[src/rtl/mig_cmd_issuer.sv]
// mig_cmd_issuer
//   Read-side consumer of the command async FIFO, running in the MIG UI clock
//   domain. Pops one {cmd,addr,len} entry at a time and expands it into len+1
//   MIG app-interface commands at consecutive addresses, honouring app_rdy.
//
// Ports
//   clk       MIG UI clock (FIFO read clock)
//   rst       asynchronous, active-high reset
//   rqempty   FIFO empty; rdata valid when 0
//   rdata     head entry {cmd(1 rd / 0 wr), addr[ADRW], len[LENW]}
//   rnext     one-cycle pop strobe to the FIFO
//   app_en    MIG command valid
//   app_cmd   3'b001 read, 3'b000 write
//   app_addr  MIG command address
//   app_rdy   MIG accepts a command when app_en & app_rdy
//   busy      1 while an entry is held
//   cmd_done  one-cycle pulse on acceptance of an entry's last beat
//
// Optional feature (macro MIG_CMD_STAT_EN)
//   Adds saturating 16-bit counters stat_rd_cnt / stat_wr_cnt (accepted beats
//   by type) and stat_stall_cnt (cycles with app_en & ~app_rdy).

module mig_cmd_issuer #(
  parameter int ADRW      = 28,
  parameter int LENW      = 8,
  parameter int ADDR_STEP = 8,
  parameter int AFIFODW   = 1 + ADRW + LENW
) (
  input  logic               clk,
  input  logic               rst,
  input  logic               rqempty,
  input  logic [AFIFODW-1:0] rdata,
  output logic               rnext,
  output logic               app_en,
  output logic [2:0]         app_cmd,
  output logic [ADRW-1:0]    app_addr,
  input  logic               app_rdy,
  output logic               busy,
`ifdef MIG_CMD_STAT_EN
  output logic [15:0]        stat_rd_cnt,
  output logic [15:0]        stat_wr_cnt,
  output logic [15:0]        stat_stall_cnt,
`endif
  output logic               cmd_done
);

  localparam logic [0:0] S_IDLE  = 1'b0;
  localparam logic [0:0] S_ISSUE = 1'b1;

  logic [0:0]      r_state;
  logic            r_cur_cmd;
  logic [ADRW-1:0] r_cur_addr;
  logic [LENW-1:0] r_remain;

  logic w_issue;
  logic w_accept;
  logic w_last;
  logic w_cap;

  assign w_issue  = (r_state == S_ISSUE);
  assign w_accept = w_issue & app_rdy;
  assign w_last   = w_accept & (r_remain == '0);
  // Popping in the last-beat cycle gives back-to-back entries with no bubble.
  // rqempty reflects a registered read pointer, so it is already valid here.
  assign w_cap    = ~rqempty & (~w_issue | w_last);

  always_ff @(posedge clk or posedge rst) begin
    if (rst) begin
      r_state    <= S_IDLE;
      r_cur_cmd  <= 1'b0;
      r_cur_addr <= '0;
      r_remain   <= '0;
    end else if (w_cap) begin
      r_state    <= S_ISSUE;
      r_cur_cmd  <= rdata[AFIFODW-1];
      r_cur_addr <= rdata[ADRW+LENW-1:LENW];
      r_remain   <= rdata[LENW-1:0];
    end else if (w_accept) begin
      if (w_last) begin
        r_state <= S_IDLE;
      end else begin
        // Address wraps naturally modulo 2^ADRW.
        r_cur_addr <= r_cur_addr + ADRW'(ADDR_STEP);
        r_remain   <= r_remain - LENW'(1);
      end
    end
  end

  assign rnext    = w_cap;
  assign app_en   = w_issue;
  assign app_cmd  = {2'b00, r_cur_cmd};
  assign app_addr = r_cur_addr;
  assign busy     = w_issue;
  assign cmd_done = w_last;

`ifdef MIG_CMD_STAT_EN
  logic [15:0] r_rd_cnt;
  logic [15:0] r_wr_cnt;
  logic [15:0] r_stall_cnt;
  logic        w_stall;

  assign w_stall = w_issue & ~app_rdy;

  always_ff @(posedge clk or posedge rst) begin
    if (rst) begin
      r_rd_cnt    <= '0;
      r_wr_cnt    <= '0;
      r_stall_cnt <= '0;
    end else begin
      if (w_accept & r_cur_cmd & (r_rd_cnt != 16'hFFFF)) begin
        r_rd_cnt <= r_rd_cnt + 16'd1;
      end
      if (w_accept & ~r_cur_cmd & (r_wr_cnt != 16'hFFFF)) begin
        r_wr_cnt <= r_wr_cnt + 16'd1;
      end
      if (w_stall & (r_stall_cnt != 16'hFFFF)) begin
        r_stall_cnt <= r_stall_cnt + 16'd1;
      end
    end
  end

  assign stat_rd_cnt    = r_rd_cnt;
  assign stat_wr_cnt    = r_wr_cnt;
  assign stat_stall_cnt = r_stall_cnt;
`endif

endmodule
[config.mk]
export PLATFORM = sky130hd
export DESIGN_NAME = mig_cmd_issuer
export DESIGN_NICKNAME = d
export VERILOG_FILES = /design/src/rtl/mig_cmd_issuer.sv
export SDC_FILE = /design/constraint.sdc
export NUM_CORES = 1
export LEC_CHECK = 0
export ABC_AREA = 1
export BUFFER_PORTS_ARGS = -buffer_cell sky130_fd_sc_hd__buf_2
export CORE_MARGIN = 2
export CORE_UTILIZATION = 52
export CTS_CLUSTER_DIAMETER = 40
export DETAILED_ROUTE_END_ITERATION = 8
export PLACE_DENSITY_LB_ADDON = 0.05
export SETUP_SLACK_MARGIN = 0.1
export SLEW_MARGIN = 30
export SYNTH_ARGS = -nofsm -noshare
export SYNTH_HDL_FRONTEND = slang
export SYNTH_SLANG_ARGS = --single-unit
[constraint.sdc]
create_clock -name clk -period 1.89 [get_ports clk]
set_input_delay 0 -clock clk [delete_from_list [all_inputs] [get_ports clk]]
set_output_delay 0 -clock clk [all_outputs]
set_load 0.02 [all_outputs]
==> run summary, run 1 <==
Switch share - 46.69%
Arrival time of the worst setup path - 1.88 ns
Via count - 2877
R2r endpoint - app_addr[14]
TritonCTS clock tree - done
Area leader, netlist - dfrtp_1
Pint - 0.002376 W
DR vias/cell - 4.901
Tmin final - 1.685 ns
RSZ-0062 raised after global routing - true
P per Cell Area - 1271 mW/mm^2
Synthesized area per cell - 6.325 um^2
Detailed Routing Iterations Pass 1 - 4
Fin worst setup slack - 0.2052 ns
Initial Utilization - 54.98%
Synth Area in Adders - 1.427%
Final Hold Fails - 0
Die Y - 75.14 um
Largest cells by area after synthesis - dfrtp_1 36%, nand2_1 26%, nand3_1 11%, inv_1 6.8%, nor2_1 4.0%
Critical Path End - app_addr[14]
DRC - 0
Clk Latency, worst-skew pair - 0.30 ns
Count of different cell masters after synthesis - 26
Max cap viols - 0
Slew HR - 66.49%
Pwr Total - 0.004457 W
DRT Wirelength - 7133 um
Period Utilization, post-route - 89.14%
Synth Area in Simple Gates - 46.36%
Required time worst endpoint - 2.09 ns
Initial antenna violation count - 0
First-pass GRT wire length - 11610 um
Crit end category - register
Worst R2R Start - r_remain[0]
Yosys reg bits - 38
Antenna-violating nets left - 0
Leak - 1.896 nW
Tot GR Track Use - 26.89%
Combinational power share - 47.7%
Gate Count Post-Synth - 416
R2R setup slack - 0.21 ns
Initial DRC Count - 222
Worst Path Max Fanout - 14
Ys Warns - 0
Synth-to-layout area growth - 33.24%
Worst-margin pin slew - 0.5026 ns
DIE WIDTH - 75.14 um
Area of the mapped netlist - 0.002631 mm^2
WHS - 0.01149 ns
CP Launch Point - r_remain[0]
CTS H-tree lvls - 2
Clk slew on worst S/H paths - 0.08 ns
Critical path class - reg2reg
Io pins - 76
Worst hold path type - in2reg
Layout cells sized above 1 - 21.54%
Status - finished clean
Xor and xnor area share after synthesis - 2.663%
Most frequent cells in the layout - 183 x nand2_1, 73 x buf_2, 60 x nand3_1
Clock share of power - 15.8%
Total grt overflow - 0
GPL Wtd Cong - 0.8815
Sequential share of the synthesized area - 36.14%
Number of global-route vias before repair - 2636
Clk root buf - clkbuf_8
Worst Clk Skew - 0.008636 ns
CP startpoint kind - register
Largest family of logic cells by synthesized area - simple AND/OR/NAND/NOR gates
Core ar. - 0.004786 mm^2
Pin count of the biggest net entering global routing - 39
Worst reg-to-reg path cell count - 12
Sw power - 0.002081 W
Clk sinks - 38
Buffers on Ports - 73
# nets final - 563
Wire per inst - 12.15 um
Setup TNS - 0 ns
Multiplexer share of the synthesized area - 0%
Clk buf depth - 2
DP Wirelength - 4950 um
Row cnt - 25
Fmax - 0.5935 GHz
Max-slew violations - 0
Sequential Power Share - 36.6%
# setup viols final - 0
Number of CTS-inserted buffers - 5
Commonest non-fill, non-tap cell in the layout - nand2_1
Dpl ws - 0.1427 ns
Max VDD drop - 737.7 uV
Die area - 0.005645 mm^2
Top cell type's share of synthesized area - 36.14%
Compound-Gate Fraction of Synth Area - 2.520%
# diodes - 0
[state kept, by name, indices dropped and copies added (netlist names)]
| name | cells |
|---|---|
| r_remain | 8 |
| r_cur_cmd | 1 |
| app_addr | 28 |
| app_en | 1 |
[kinds of logic (layout without fill, tap and decap cells)]
logic type      Yosys count  in the layout
simple gates            290            290
other cells               1              2
buf+inv                  65            168
fa+ha+maj                 3              3
xor+xnor                  8              8
compound gates           11             11
flops                    38             38
[worst min-delay path by stage]
stage | start | endpoint | slack, ns | depth (start not counted)
2_1_floorplan | rqempty | app_en | 0.08 | 1
3_3_place_gp | rst | r_cur_cmd | 0.14 | 3
4_1_cts | rdata[7] | r_remain[7] | 0.006 | 5
3_5_place_dp | rst | app_addr[2] | 0.15 | 3
6_report | rdata[7] | r_remain[7] | 0.01 | 5
5_1_grt | rdata[28] | app_addr[20] | 0.03 | 5
[area by class of cell]
class / count / area [um^2]
clock inverters: 3 / 40.04
well taps: 67 / 83.83
multi-input cells: 314 / 1446
repair buffers: 110 / 723.2
fillers: 398 / 1280
inverters: 50 / 192.7
flip-flops and latches: 38 / 950.9
clock buffers: 5 / 68.82
[power groups by stage]
stage                     clock (W)  combinational, W  sequential [W]
after global routing       0.000752           0.00239         0.00169
after global placement            0           0.00199         0.00163
after floorplan                   0           0.00117         0.00187
after detailed placement          0           0.00204         0.00164
final                      0.000703           0.00212         0.00163
after CTS                  0.000720           0.00210         0.00162
[timing repair]
item,4_1_cts,5_1_grt
setup endpoints to repair,1,36
buffers inserted,2,0
hold buffers,24,0
resized for setup,2,15
pin swaps,1,0
hold endpoints to repair,61,0
[synthesized netlist by cell type, drive strengths merged]
| master | count |
|---|---|
| xor2 | 4 |
| ha | 3 |
| a21oi | 1 |
| inv | 50 |
| or2 | 2 |
| clkbuf | 1 |
| dfrtp | 38 |
| nor3 | 1 |
| nand4 | 6 |
| o21bai | 2 |
| conb | 1 |
| nor2 | 31 |
| o21ai | 7 |
| buf | 14 |
| nand3 | 60 |
| nand3b | 2 |
| o211ai | 1 |
| xnor2 | 4 |
| nand2 | 188 |
[worst max-delay path: stages, from the launching register on]
cell and delay (ns):
dfrtp_1 0.40, inv_2 0.08, ha_1 0.14, nand3_1 0.07
nor2_1 0.12, nand2_2 0.13, nand2_4 0.12, nand2_8 0.11
buf_6 0.19, nand2_1 0.08, nand2_1 0.04, nand2_1 0.05
nand2_1 0.04
[layer usage]
layer	vias to the layer above	global-route usage (%)	wire length, um
li1	1483	-	-
met1	1299	32.64	3100
met2	84	46.98	3545
met3	11	6.158	381
met4	0	9.162	107
met5	-	0	0
[per-stage QoR]
| stage | cells | util (%) | cell area, um^2 |
|---|---|---|---|
| finish | 587 | 73.25 | 3506 |
| global placement | 553 | 64.50 | 3087 |
| CTS | 587 | 72.34 | 3462 |
| global route | 587 | 73.25 | 3506 |
| floorplan | 417 | - | 2635 |
| detailed placement | 553 | 64.50 | 3087 |
No activity file was read; power rests on OpenSTA's default activity.
==> inputs of run 2 (changes only) <==
--- a/config.mk
+++ b/config.mk
@@ -5,12 +5,12 @@
 export SDC_FILE = /design/constraint.sdc
 export NUM_CORES = 1
 export LEC_CHECK = 0
-export ABC_AREA = 1
 export BUFFER_PORTS_ARGS = -buffer_cell sky130_fd_sc_hd__buf_2
 export CORE_MARGIN = 2
-export CORE_UTILIZATION = 52
+export CORE_UTILIZATION = 50
 export CTS_CLUSTER_DIAMETER = 40
 export DETAILED_ROUTE_END_ITERATION = 8
+export MAX_ROUTING_LAYER = met4
 export PLACE_DENSITY_LB_ADDON = 0.05
 export SETUP_SLACK_MARGIN = 0.1
 export SLEW_MARGIN = 30
==> run summary, run 2 <==
Status - finished, violations left
Failing checks - negative setup slack
TritonCTS clock tree - done
Worst Clk Skew - 0.009007 ns
Most frequent cells after synthesis - 38 x dfrtp_1, 37 x nand2_1, 19 x o21ai_1, 13 x nor3_1, 13 x xnor2_1
R2r endpoint - app_addr[27]
Post-synth EDFFs - 0
Most frequent cells in the layout - 72 x buf_2, 46 x buf_4, 38 x dlygate4sd3_1
Max VDD drop - 847.4 uV
Clk root buf - clkbuf_8
Finished Layout Cells - 448
Synth-to-layout area growth - 70.44%
Top-count cell post-synth - dfrtp_1
Io pins - 76
Leak - 1.597 nW
Clk sinks - 38
Worst hold path type - in2reg
Max-slew violations - 0
Tmin final - 1.979 ns
Combinational power share - 51.9%
Worst path most repeated cell - and4_1
GPL Wtd Cong - 0.8387
Number of global-route vias before repair - 2322
Final Hold Fails - 0
Synth Flop Type - dfrtp_1
Initial Utilization - 52.57%
Count of different cell masters after synthesis - 43
Number of CTS-inserted buffers - 5
# nets final - 440
Wire per inst - 17.42 um
CTS H-tree lvls - 2
Sequential Power Share - 34.6%
RSZ-0062 raised after global routing - true
Total grt overflow - 0
Sequential share of the synthesized area - 44.57%
Final core utilization - 89.61%
Slew HR - 65.99%
Gate Count Post-Synth - 239
Placed instance count - 390
Tot GR Track Use - 28.22%
Worst-margin pin slew - 0.5101 ns
Critical Path End - app_addr[27]
Critical path class - reg2reg
DIE WIDTH - 69.32 um
Via count - 2557
Sw power - 0.001834 W
Crit path largest cell delay - 0.49 ns
Arrival time of the worst setup path - 2.19 ns
CP Launch Point - app_addr[20]
Pin count of the biggest net entering global routing - 39
First-pass GRT wire length - 10540 um
DRT Wirelength - 7806 um
Fmax - 0.5053 GHz
Area leader, netlist - dfrtp_1
Initial DRC Count - 254
Die area - 0.004805 mm^2
Switch share - 42.19%
Clock share of power - 13.6%
Worst reg-to-reg path cell count - 5
Ys Warns - 0
Commonest non-fill, non-tap cell in the layout - buf_2
Period Utilization, post-route - 104.7%
Die Y - 69.32 um
DRC - 0
Pint - 0.002514 W
Layout cells sized above 1 - 43.07%
Row cnt - 23
Yosys reg bits - 38
DR vias/cell - 5.708
Worst R2R Start - app_addr[20]
P per Cell Area - 1196 mW/mm^2
Core ar. - 0.004058 mm^2
CP startpoint kind - register
Setup TNS - -0.5391 ns
Clk buf depth - 2
Clk slew on worst S/H paths - 0.08 ns
Synth async-reset ratio - 100.0%
Synthesized area per cell - 8.926 um^2
Worst path slowest cell - or4_1
# setup viols final - 12
CP cell instances - and4_1 -> and4_1 -> nand4_1 -> or4_1 -> a31oi_1
Clk Latency, worst-skew pair - 0.29 ns
Largest cells by area after synthesis - dfrtp_1 45%, nand2_1 6.5%, xnor2_1 5.3%, o21ai_1 4.5%, nor3_1 3.0%
Initial antenna violation count - 1
Detailed Routing Iterations Pass 1 - 4
Fin worst setup slack - -0.08888 ns
Required time worst endpoint - 2.11 ns
R2R setup slack - -0.09 ns
Area of the mapped netlist - 0.002133 mm^2
Max cap viols - 0
Buffers on Ports - 73
Top cell type's share of synthesized area - 44.57%
Largest register FFs - 28
Antenna-violating nets left - 0
Crit end category - register
DP Wirelength - 4017 um
Worst Path Max Fanout - 4
run 2: cell types whose count changed after synthesis, sizes merged, moves of 9 or more:
cell   previous run  this run
nand2           188        37
nand3            60        10
inv              50         8
nor2             31         5
o21ai             7        24
nor3              1        13
xnor2             4        13
run 2: worst max-delay path, delay by kind of cell (launching register included):
kind,cells,cell delay (ns)
compound gates,1,0.15
flops,1,0.43
simple gates,4,1.31
run 2: metal layers:
metal  vias to the layer above  GRT usage (%)  routed length (um)
li1                       1178              -                   -
met4                         0          8.932                 214
met3                        21          5.233                 472
met2                       117          47.01                3902
met1                      1241          34.91                3217
met5                         -              -                   0
run 2: how the worst min path moves through the flow:
| stage | slack [ns] | startpoint | cells after the start | to |
|---|---|---|---|---|
| CTS | 0.04 | rdata[34] | 3 | app_addr[26] |
| global placement | 0.14 | rst | 3 | r_cur_cmd |
| detailed placement | 0.14 | rst | 3 | app_addr[17] |
| global route | 0.06 | rdata[34] | 3 | app_addr[26] |
| finish | 0.05 | rdata[34] | 3 | app_addr[26] |
| floorplan | 0.08 | rqempty | 1 | app_en |
run 2: timing repair:
| action | CTS | global route |
|---|---|---|
| gates resized for setup | 18 | 22 |
| hold buffers | 38 | 0 |
| setup endpoints to repair | 26 | 33 |
| pin swaps | 6 | 10 |
| gates cloned | 0 | 2 |
| setup buffers | 4 | 5 |
| hold endpoints to repair | 75 | 0 |
run 2: area by class of cell:
class / instances / area (um^2)
fillers: 193 / 421.7
inverters: 8 / 37.54
well taps: 50 / 62.56
diodes: 1 / 2.502
clock inverters: 1 / 5.005
flip-flops and latches: 38 / 958.4
clock buffers: 7 / 86.33
repair buffers: 164 / 1225
multi-input cells: 179 / 1259
run 2: kinds of logic (layout without fill, tap and decap cells):
group                    after synthesis  after routing  synth area share, %
adder cells (fa/ha/maj)                3              3                1.760
AO/OA/AOI/OAI                         49             49                13.78
XOR/XNOR                              19             19                7.801
buffers and inverters                 23            180                4.986
other                                  1              3               0.1758
flip-flops                            38             38                44.57
AND/OR/NAND/NOR                      106            106                26.92
run 2: through the flow:
step	setup slack, ns	total power, W	hold WS (ns)	cell area (um^2)
global placement	-0.07834	0.003296	0.1362	2858
floorplan	-0.1019	0.002521	0.08012	2176
CTS	-0.04552	0.004101	0.03962	3433
detailed placement	-0.1336	0.003345	0.1414	2858
global route	-0.2183	0.004591	0.05677	3636
finish	-0.08888	0.004348	0.05315	3636
run 2: power groups by stage:
stage / registers, W / clock network [W] / logic [W]
after floorplan: 0.00182 / 0 / 0.000702
after global placement: 0.00145 / 0 / 0.00185
after detailed placement: 0.00146 / 0 / 0.00188
after CTS: 0.00146 / 0.000591 / 0.00205
after global routing: 0.00154 / 0.000632 / 0.00242
final: 0.00150 / 0.000590 / 0.00226
==> inputs of run 3 (changes only) <==
--- a/config.mk
+++ b/config.mk
@@ -12,7 +12,6 @@
 export DETAILED_ROUTE_END_ITERATION = 8
 export MAX_ROUTING_LAYER = met4
 export PLACE_DENSITY_LB_ADDON = 0.05
-export SETUP_SLACK_MARGIN = 0.1
 export SLEW_MARGIN = 30
 export SYNTH_ARGS = -nofsm -noshare
 export SYNTH_HDL_FRONTEND = slang
==> run summary, run 3 (same netlist as run 2, synthesis figures left out) <==
Detailed Routing Iterations Pass 1 - 5
Core ar. - 0.004058 mm^2
Max VDD drop - 837.0 uV
Worst-margin pin slew - 0.6416 ns
Required time worst endpoint - 2.10 ns
Period Utilization, post-route - 104.4%
Row cnt - 23
DP Wirelength - 4290 um
WHS - 0.009146 ns
Tot GR Track Use - 28.35%
Dpl ws - -0.1309 ns
Fmax - 0.5066 GHz
Tmin final - 1.974 ns
Worst Path Max Fanout - 4
Clk buf depth - 2
CP startpoint kind - register
Largest register FFs - 28
Leak - 1.537 nW
TritonCTS clock tree - done
Die area - 0.004805 mm^2
Io pins - 76
GPL Wtd Cong - 0.9544
FF/Latch Area - 959.7 um^2
Arrival time of the worst setup path - 2.19 ns
Pin count of the biggest net entering global routing - 25
Crit path largest cell delay - 0.48 ns
Finished Cell Area - 0.003423 mm^2
Worst path slowest cell - or4_4
DR vias/cell - 5.343
DRC - 0
Buffers on Ports - 73
Number of CTS-inserted buffers - 5
Area of the multi-input gates - 0.001151 mm^2
# nets final - 428
DRT Wirelength - 6418 um
Clk sinks - 38
Commonest non-fill, non-tap cell in the layout - buf_2
Total grt overflow - 0
CP cell instances - inv_2 -> ha_4 -> or3b_4 -> nor2_2 -> or3_4 -> or4_4 -> a31oi_1
Critical path class - reg2reg
Fin worst setup slack - -0.08408 ns
Worst hold path type - in2reg
Initial Utilization - 52.57%
Clk Latency, worst-skew pair - 0.30 ns
Die Y - 69.32 um
Fillers - 233
Layout cells sized above 1 - 39.22%
Most frequent cells in the layout - 72 x buf_2, 39 x buf_4, 37 x nand2_1
Clk root buf - clkbuf_8
Status - finished, violations left
Failing checks - negative setup slack
Via count - 2324
DIE WIDTH - 69.32 um
Synth-to-layout area growth - 60.47%
DP Area - 0.002826 mm^2
Wire per inst - 14.75 um
Initial antenna violation count - 0
Clk slew on worst S/H paths - 0.08 ns
CTS H-tree lvls - 2
Crit end category - register
Antenna-violating nets left - 0
Number of global-route vias before repair - 2289
Initial DRC Count - 121
Max cap viols - 0
# setup viols final - 6
P per Cell Area - 1225 mW/mm^2
Max-slew violations - 0
# diodes - 0
Slew HR - 57.18%
Worst Clk Skew - 0.008600 ns
RSZ-0062 raised after global routing - true
Final Hold Fails - 0
First-pass GRT wire length - 10590 um
R2R setup slack - -0.08 ns
==> run 3: what timing repair did <==
action / CTS / global route
gates resized for setup: 10 / 10
pin swaps: 5 / 4
hold endpoints to repair: 51 / 0
setup endpoints to repair: 8 / 25
gates cloned: 1 / 0
hold buffers: 36 / 0
setup buffers: 1 / 1
==> run 3: area by class of cell <==
cell class / instances / share of cell area, %
multi-input cells: 179 / 33.63
repair buffers: 152 / 32.38
flip-flops and latches: 38 / 28.03
clock buffers: 5 / 2.010
well taps: 50 / 1.827
clock inverters: 3 / 1.170
inverters: 8 / 0.9503
==> run 3: metrics by stage <==
| stage | instances | util, % | setup TNS (ns) | total power, W |
|---|---|---|---|---|
| 2_1_floorplan | 240 | - | -0.4082 | 0.002516 |
| 3_3_place_gp | 388 | 69.66 | -0.1185 | 0.003275 |
| 3_5_place_dp | 388 | 69.66 | -0.4101 | 0.003321 |
| 4_1_cts | 434 | 83.23 | -0.07018 | 0.004129 |
| 5_1_grt | 435 | 84.37 | -1.278 | 0.004475 |
| 6_report | 435 | 84.37 | -0.1951 | 0.004194 |
==> run 3: final timing paths <==
kind                                  start  cells after the start            to
worst max register to register  r_remain[1]                      7  app_addr[27]
worst max-delay path            r_remain[1]                      7  app_addr[27]
max in group asynchronous               rst                      4  app_addr[27]
min in group asynchronous               rst                      3   app_addr[1]
worst min-delay path              rdata[20]                      3  app_addr[12]
worst min register to register  app_addr[1]                      2   app_addr[1]
==> run 3: power breakdown <==
part	total (W)	switching, W	internal (W)
clock network	0.000694	0.000305	0.000389
registers	0.00150	0.000341	0.00116
logic	0.00200	0.00104	0.000958
==> run 3: per-layer routing <==
metal  share of wire [%]  global-route usage [%]  vias to the layer above
li1                    -                       -                     1154
met1                  43                   36.60                     1085
met2                  50                   46.05                       74
met3                 4.6                   5.378                       11
met4                 1.8                   7.625                        0
met5                   0                       -                        -
==> run 3: worst max-delay path, delay by kind of cell, from the launching register on <==
family                     cells  cell delay [ns]
buffers and inverters          1             0.06
adders and majority gates      1             0.15
DFF                            1             0.37
and+or+nand+nor                4             1.11
AOI/OAI and AO/OA              1             0.19
